File: src/rtl/game_state_fsm.sv
// Game-flow controller: IDLE/PLAY/HIT/CLEAR/GAMEOVER/WIN sequencing, lives, level and freeze timing.
// Optional pause support is enabled by defining GAME_STATE_PAUSE_EN.
module game_state_fsm #(
  parameter int NUM_LEVELS         = 3,
  parameter int START_LIVES        = 3,
  parameter int HIT_FREEZE_TICKS   = 30,
  parameter int CLEAR_FREEZE_TICKS = 60
) (
  input  logic       clk,
  input  logic       rst,
  input  logic       game_tick,
  input  logic       start_btn,
`ifdef GAME_STATE_PAUSE_EN
  input  logic       pause_btn,
`endif
  input  logic       hit_enemy,
  input  logic       hit_hazard,
  input  logic       goal_reached,
  output logic [1:0] level,
  output logic       freeze,
  output logic [2:0] lives,
  output logic       respawn,
  output logic       game_over,
  output logic       game_won,
  output logic [2:0] state_dbg
);

`ifdef GAME_STATE_PAUSE_EN
  typedef enum logic [2:0] {
    ST_IDLE     = 3'd0,
    ST_PLAY     = 3'd1,
    ST_HIT      = 3'd2,
    ST_CLEAR    = 3'd3,
    ST_GAMEOVER = 3'd4,
    ST_WIN      = 3'd5,
    ST_PAUSE    = 3'd6
  } state_t;
`else
  typedef enum logic [2:0] {
    ST_IDLE     = 3'd0,
    ST_PLAY     = 3'd1,
    ST_HIT      = 3'd2,
    ST_CLEAR    = 3'd3,
    ST_GAMEOVER = 3'd4,
    ST_WIN      = 3'd5
  } state_t;
`endif

  localparam logic [1:0] LAST_LEVEL  = 2'(NUM_LEVELS - 1);
  localparam logic [2:0] INIT_LIVES  = 3'(START_LIVES);
  localparam logic [7:0] HIT_TICKS   = 8'(HIT_FREEZE_TICKS);
  localparam logic [7:0] CLEAR_TICKS = 8'(CLEAR_FREEZE_TICKS);

  state_t     state_r, state_nx_s;
  logic [1:0] level_r, level_nx_s;
  logic [2:0] lives_r, lives_nx_s;
  logic [7:0] timer_r, timer_nx_s;
  logic       respawn_r, respawn_nx_s;
  logic       freeze_r, game_over_r, game_won_r;
  logic       start_q_r;
  logic       start_press_s;
  logic       hit_s;

  assign start_press_s = start_btn & ~start_q_r;
  assign hit_s         = hit_enemy | hit_hazard;

`ifdef GAME_STATE_PAUSE_EN
  logic pause_q_r;
  logic pause_press_s;

  assign pause_press_s = pause_btn & ~pause_q_r;

  // Pause button history for rising-edge detection
  always_ff @(posedge clk or negedge rst) begin
    if (!rst) begin
      pause_q_r <= 1'b0;
    end else begin
      pause_q_r <= pause_btn;
    end
  end
`endif

  // Next-state, counter and respawn decode
  always_comb begin
    state_nx_s   = state_r;
    level_nx_s   = level_r;
    lives_nx_s   = lives_r;
    timer_nx_s   = timer_r;
    respawn_nx_s = 1'b0;
    case (state_r)
      ST_IDLE, ST_GAMEOVER, ST_WIN: begin
        if (start_press_s) begin
          level_nx_s   = 2'd0;
          lives_nx_s   = INIT_LIVES;
          respawn_nx_s = 1'b1;
          state_nx_s   = ST_PLAY;
        end else begin
          state_nx_s = state_r;
        end
      end
      ST_PLAY: begin
        if (hit_s) begin
          // lives<=1 (not ==1) so a corrupted zero can never wrap to 7
          if (lives_r <= 3'd1) begin
            lives_nx_s = 3'd0;
            state_nx_s = ST_GAMEOVER;
          end else begin
            lives_nx_s = lives_r - 3'd1;
            timer_nx_s = HIT_TICKS;
            state_nx_s = ST_HIT;
          end
        end else if (goal_reached) begin
          timer_nx_s = CLEAR_TICKS;
          state_nx_s = ST_CLEAR;
        end
`ifdef GAME_STATE_PAUSE_EN
        else if (pause_press_s) begin
          state_nx_s = ST_PAUSE;
        end
`endif
        else begin
          state_nx_s = ST_PLAY;
        end
      end
      ST_HIT: begin
        if (game_tick) begin
          if (timer_r <= 8'd1) begin
            timer_nx_s   = 8'd0;
            respawn_nx_s = 1'b1;
            state_nx_s   = ST_PLAY;
          end else begin
            timer_nx_s = timer_r - 8'd1;
          end
        end else begin
          timer_nx_s = timer_r;
        end
      end
      ST_CLEAR: begin
        if (game_tick) begin
          if (timer_r <= 8'd1) begin
            timer_nx_s = 8'd0;
            if (level_r >= LAST_LEVEL) begin
              state_nx_s = ST_WIN;
            end else begin
              level_nx_s   = level_r + 2'd1;
              respawn_nx_s = 1'b1;
              state_nx_s   = ST_PLAY;
            end
          end else begin
            timer_nx_s = timer_r - 8'd1;
          end
        end else begin
          timer_nx_s = timer_r;
        end
      end
`ifdef GAME_STATE_PAUSE_EN
      ST_PAUSE: begin
        if (pause_press_s) begin
          state_nx_s = ST_PLAY;
        end else begin
          state_nx_s = ST_PAUSE;
        end
      end
`endif
      default: begin
        state_nx_s = ST_IDLE;
        level_nx_s = 2'd0;
        lives_nx_s = INIT_LIVES;
        timer_nx_s = 8'd0;
      end
    endcase
  end

  // State, counters and registered status outputs
  always_ff @(posedge clk or negedge rst) begin
    if (!rst) begin
      state_r     <= ST_IDLE;
      level_r     <= 2'd0;
      lives_r     <= INIT_LIVES;
      timer_r     <= 8'd0;
      respawn_r   <= 1'b0;
      freeze_r    <= 1'b1;
      game_over_r <= 1'b0;
      game_won_r  <= 1'b0;
      start_q_r   <= 1'b0;
    end else begin
      state_r     <= state_nx_s;
      level_r     <= level_nx_s;
      lives_r     <= lives_nx_s;
      timer_r     <= timer_nx_s;
      respawn_r   <= respawn_nx_s;
      freeze_r    <= (state_nx_s != ST_PLAY);
      game_over_r <= (state_nx_s == ST_GAMEOVER);
      game_won_r  <= (state_nx_s == ST_WIN);
      start_q_r   <= start_btn;
    end
  end

  assign level     = level_r;
  assign lives     = lives_r;
  assign freeze    = freeze_r;
  assign respawn   = respawn_r;
  assign game_over = game_over_r;
  assign game_won  = game_won_r;
  assign state_dbg = state_r;

endmodule

File: config.mk
export PLATFORM = sky130hd
export DESIGN_NAME = game_state_fsm
export DESIGN_NICKNAME = d
export VERILOG_FILES = /design/src/rtl/game_state_fsm.sv
export SDC_FILE = /design/constraint.sdc
export NUM_CORES = 1
export LEC_CHECK = 0
export ABC_AREA = 1
export CELL_PAD_IN_SITES_DETAIL_PLACEMENT = 0
export CELL_PAD_IN_SITES_GLOBAL_PLACEMENT = 2
export CORE_MARGIN = 5
export CORE_UTILIZATION = 32
export DETAILED_ROUTE_END_ITERATION = 6
export PLACE_DENSITY = 0.8
export SLEW_MARGIN = 20
export SYNTH_ARGS = -nofsm -noshare
export SYNTH_HDL_FRONTEND = slang
export SYNTH_SLANG_ARGS = --single-unit
File: constraint.sdc
create_clock -name clk -period 3.39 [get_ports clk]
set_input_delay 0.339 -clock clk [delete_from_list [all_inputs] [get_ports clk]]
set_output_delay 0.339 -clock clk [all_outputs]
set_load 0.02 [all_outputs]
==> flow_summary.toml <==
[outcome]
status = "completed"

[detailed_routing]
routed-wl-met3_um = 176
routedWlPerCell_um = 12.5
via_per_inst = 4.73
drtAntennaViolNets = 0
wl_mm = 3.23
vias = 1224
m1WireLength_mm = 1.51
first_pass_iters = 4
drt_iter0_drc = 79
highest_layer = "met4"
drc = 0
dr_wl_met2_mm = 1.47

[setup_path]
end_kind = "register"
cp_max_fo = 5
critPathTopFamily = "simple AND/OR/NAND/NOR gates"
crit_chain = "inv_1, ha_1, inv_1, nand2_1, nand2_1, nor2_1, nand3_1, nand3_1, nand2_1, nand2_1, inv_1"
r2r_setup_slack_ns = 1.60
required_ns = 3.56
crit_buf_inv = 3
cp_common_cell = "nand2_1"
cp.arrival_ns = 1.96
worst_path_max_delay_cell = "dfrtp_1"
critPathLaunchType = "register"
r2r-start = "timer_r[0]$_DFFE_PN0P_"
reg2reg_depth = 11
r2r_end = "game_won$_DFF_PN0_"
worstSetupPathType = "register to register"
max_stage_delay_ns = 0.41

[finish]
mostFrequentLayoutCells = "nand2_1 (54), inv_1 (31), nor2_1 (22)"
diodes = 0
area_growth_pct = 20.5
drive_gt1_frac = 0.110
layout.nets = 222
final_common_cell = "nand2_1"
fin_util = 0.400
num-fill-cells = 428

[yosys]
synthesis.instances = 188
yosys-top-cells-area = "dfrtp_1 (34%), nand2_1 (15%), inv_1 (8.8%)"
ys_ff_latch = 21
yosys_warnings = 0
syn_area_per_cell_um2 = 7.06
synth_cell_type_count = 24
syn_nets = 200
synth_area_leader_cell = "dfrtp_1"
synth_seq_area_share = 0.399
synth_top_cell_area_share = 0.339
synth.cell_area_mm2 = 0.00133

[sta]
worst_pin_slew_ns = 0.490
drv_slew = 0
setup_ws_ns = 1.60
fin_tns_setup_ns = 0
hold_viol = 0
fmax_mhz = 558
finalSetupViolCount = 0
rsz0062_at_grt = "false"
fin_hold_ws_ns = 0.0252
period_needed_ns = 1.79
fin_crit_sh = 0.528
finalClockSkew_ns = 0.00627
max_slew_margin = 0.673

[die]
die_w_um = 74.4
rows = 23
die_h_um = 74.4
io_pins = 19
core-area_mm2 = 0.00400
die_area_mm2 = 0.00554
start_util = 0.332

[place]
portBuffers = 18
hpwl_mm = 2.54
place_congestion = 0.826
place_ws_ns = 1.53

[cts]
postCtsSetupRepairBufs = 0
clkLatencyLatePin_ns = 0.26
hold_buffers = 0
root_buffer = "clkbuf_8"
tritoncts = "built"
cts.repair.resized = 0
numCtsBuffers = 3
cts_sinks = 21
htree_levels = 1
path_clk_slew_ns = 0.09
cts_buffer_depth = 2

[pwr]
p_leak_nw = 0.829
p_int_w = 0.000794
seq_power_share = 0.278
p_switching_w = 0.000825
swShare = 0.510
power_density_mw_per_mm2 = 1010
ir_worst_vdd_mv = 0.434
power_frac_comb = 0.616
clockPowerShare = 0.106

[global_routing]
grt_pass1_vias = 1232
grt_max_degree = 22
grt_pass1_wl_mm = 5.56
grt-ovfl-total = 0
antenna_found_initial = 0
grt_usage = 0.128

[hold_path]
hold_class = "input port to async pin"

[flow_run]
cap_violations = 0
per-layer routing:
metal | vias up | track usage
met3 | 8 | 0.0297
met1 | 559 | 0.169
met4 | 0 | 0.0435
met5 | - | 0
li1 | 623 | -
met2 | 34 | 0.206
registers in the layout, summed over array words and instances (netlist names):
register	flops
freeze	1
game_over	1
game_won	1
level	2
lives	3
respawn	1
start_q_r	1
state_dbg	3
timer_r	8
synthesized netlist by cell type (all sizes together):
master,instances
a21oi,3
buf,1
dfrtp,18
dfstp,3
ha,5
inv,33
nand2,61
nand3,10
nand4,3
nor2,24
nor3,2
o21ai,18
o21bai,1
o32ai,1
or2,1
xnor2,2
xor2,2
worst max-delay path by stage:
stage	startpoint	endpoint	slack, ns	cells after the start
floorplan	lives[1]$_DFFE_PN1P_	timer_r[6]$_DFFE_PN0P_	1.75	10
global placement	hit_hazard	timer_r[3]$_DFFE_PN0P_	1.60	9
detailed placement	hit_hazard	timer_r[5]$_DFFE_PN0P_	1.53	9
CTS	lives[0]$_DFFE_PN1P_	lives[0]	1.60	1
global route	timer_r[0]$_DFFE_PN0P_	game_won$_DFF_PN0_	1.38	12
finish	timer_r[0]$_DFFE_PN0P_	game_won$_DFF_PN0_	1.60	11
layout make-up:
class	instances	area (um^2)	share of cell area
inverter	33	124	0.0774
multi-input combinational	133	663	0.414
timing repair buffer	18	175	0.109
clock buffer	3	41.3	0.0258
tap	50	62.6	0.0391
clock inverter	1	5.00	0.00313
sequential	21	529	0.331
power groups by stage:
stage	logic [W]	registers, W	clock network (W)
2_1_floorplan	0.000669	0.000504	0
3_3_place_gp	0.000998	0.000458	0
3_5_place_dp	0.00100	0.000454	0
4_1_cts	0.00101	0.000451	0.000176
5_1_grt	0.00113	0.000468	0.000188
6_report	0.000996	0.000450	0.000172
stage by stage:
| stage | total power [W] | instance area (um^2) | std cells |
|---|---|---|---|
| after detailed placement | 0.00146 | 1560 | 255 |
| after global routing | 0.00179 | 1600 | 259 |
| final | 0.00162 | 1600 | 259 |
| after global placement | 0.00146 | 1560 | 255 |
| after CTS | 0.00164 | 1610 | 259 |
| after floorplan | 0.00117 | 1330 | 188 |
logic make-up after synthesis:
kind of cell / after synthesis / share of synthesized area
and+or+nand+nor: 101 / 0.329
buffers and inverters: 34 / 0.102
AOI/OAI and AO/OA: 23 / 0.0971
DFF: 21 / 0.399
adders and majority gates: 5 / 0.0471
xor gates and xnor gates: 4 / 0.0264
Note: power is estimated with default switching activity, not from simulation.
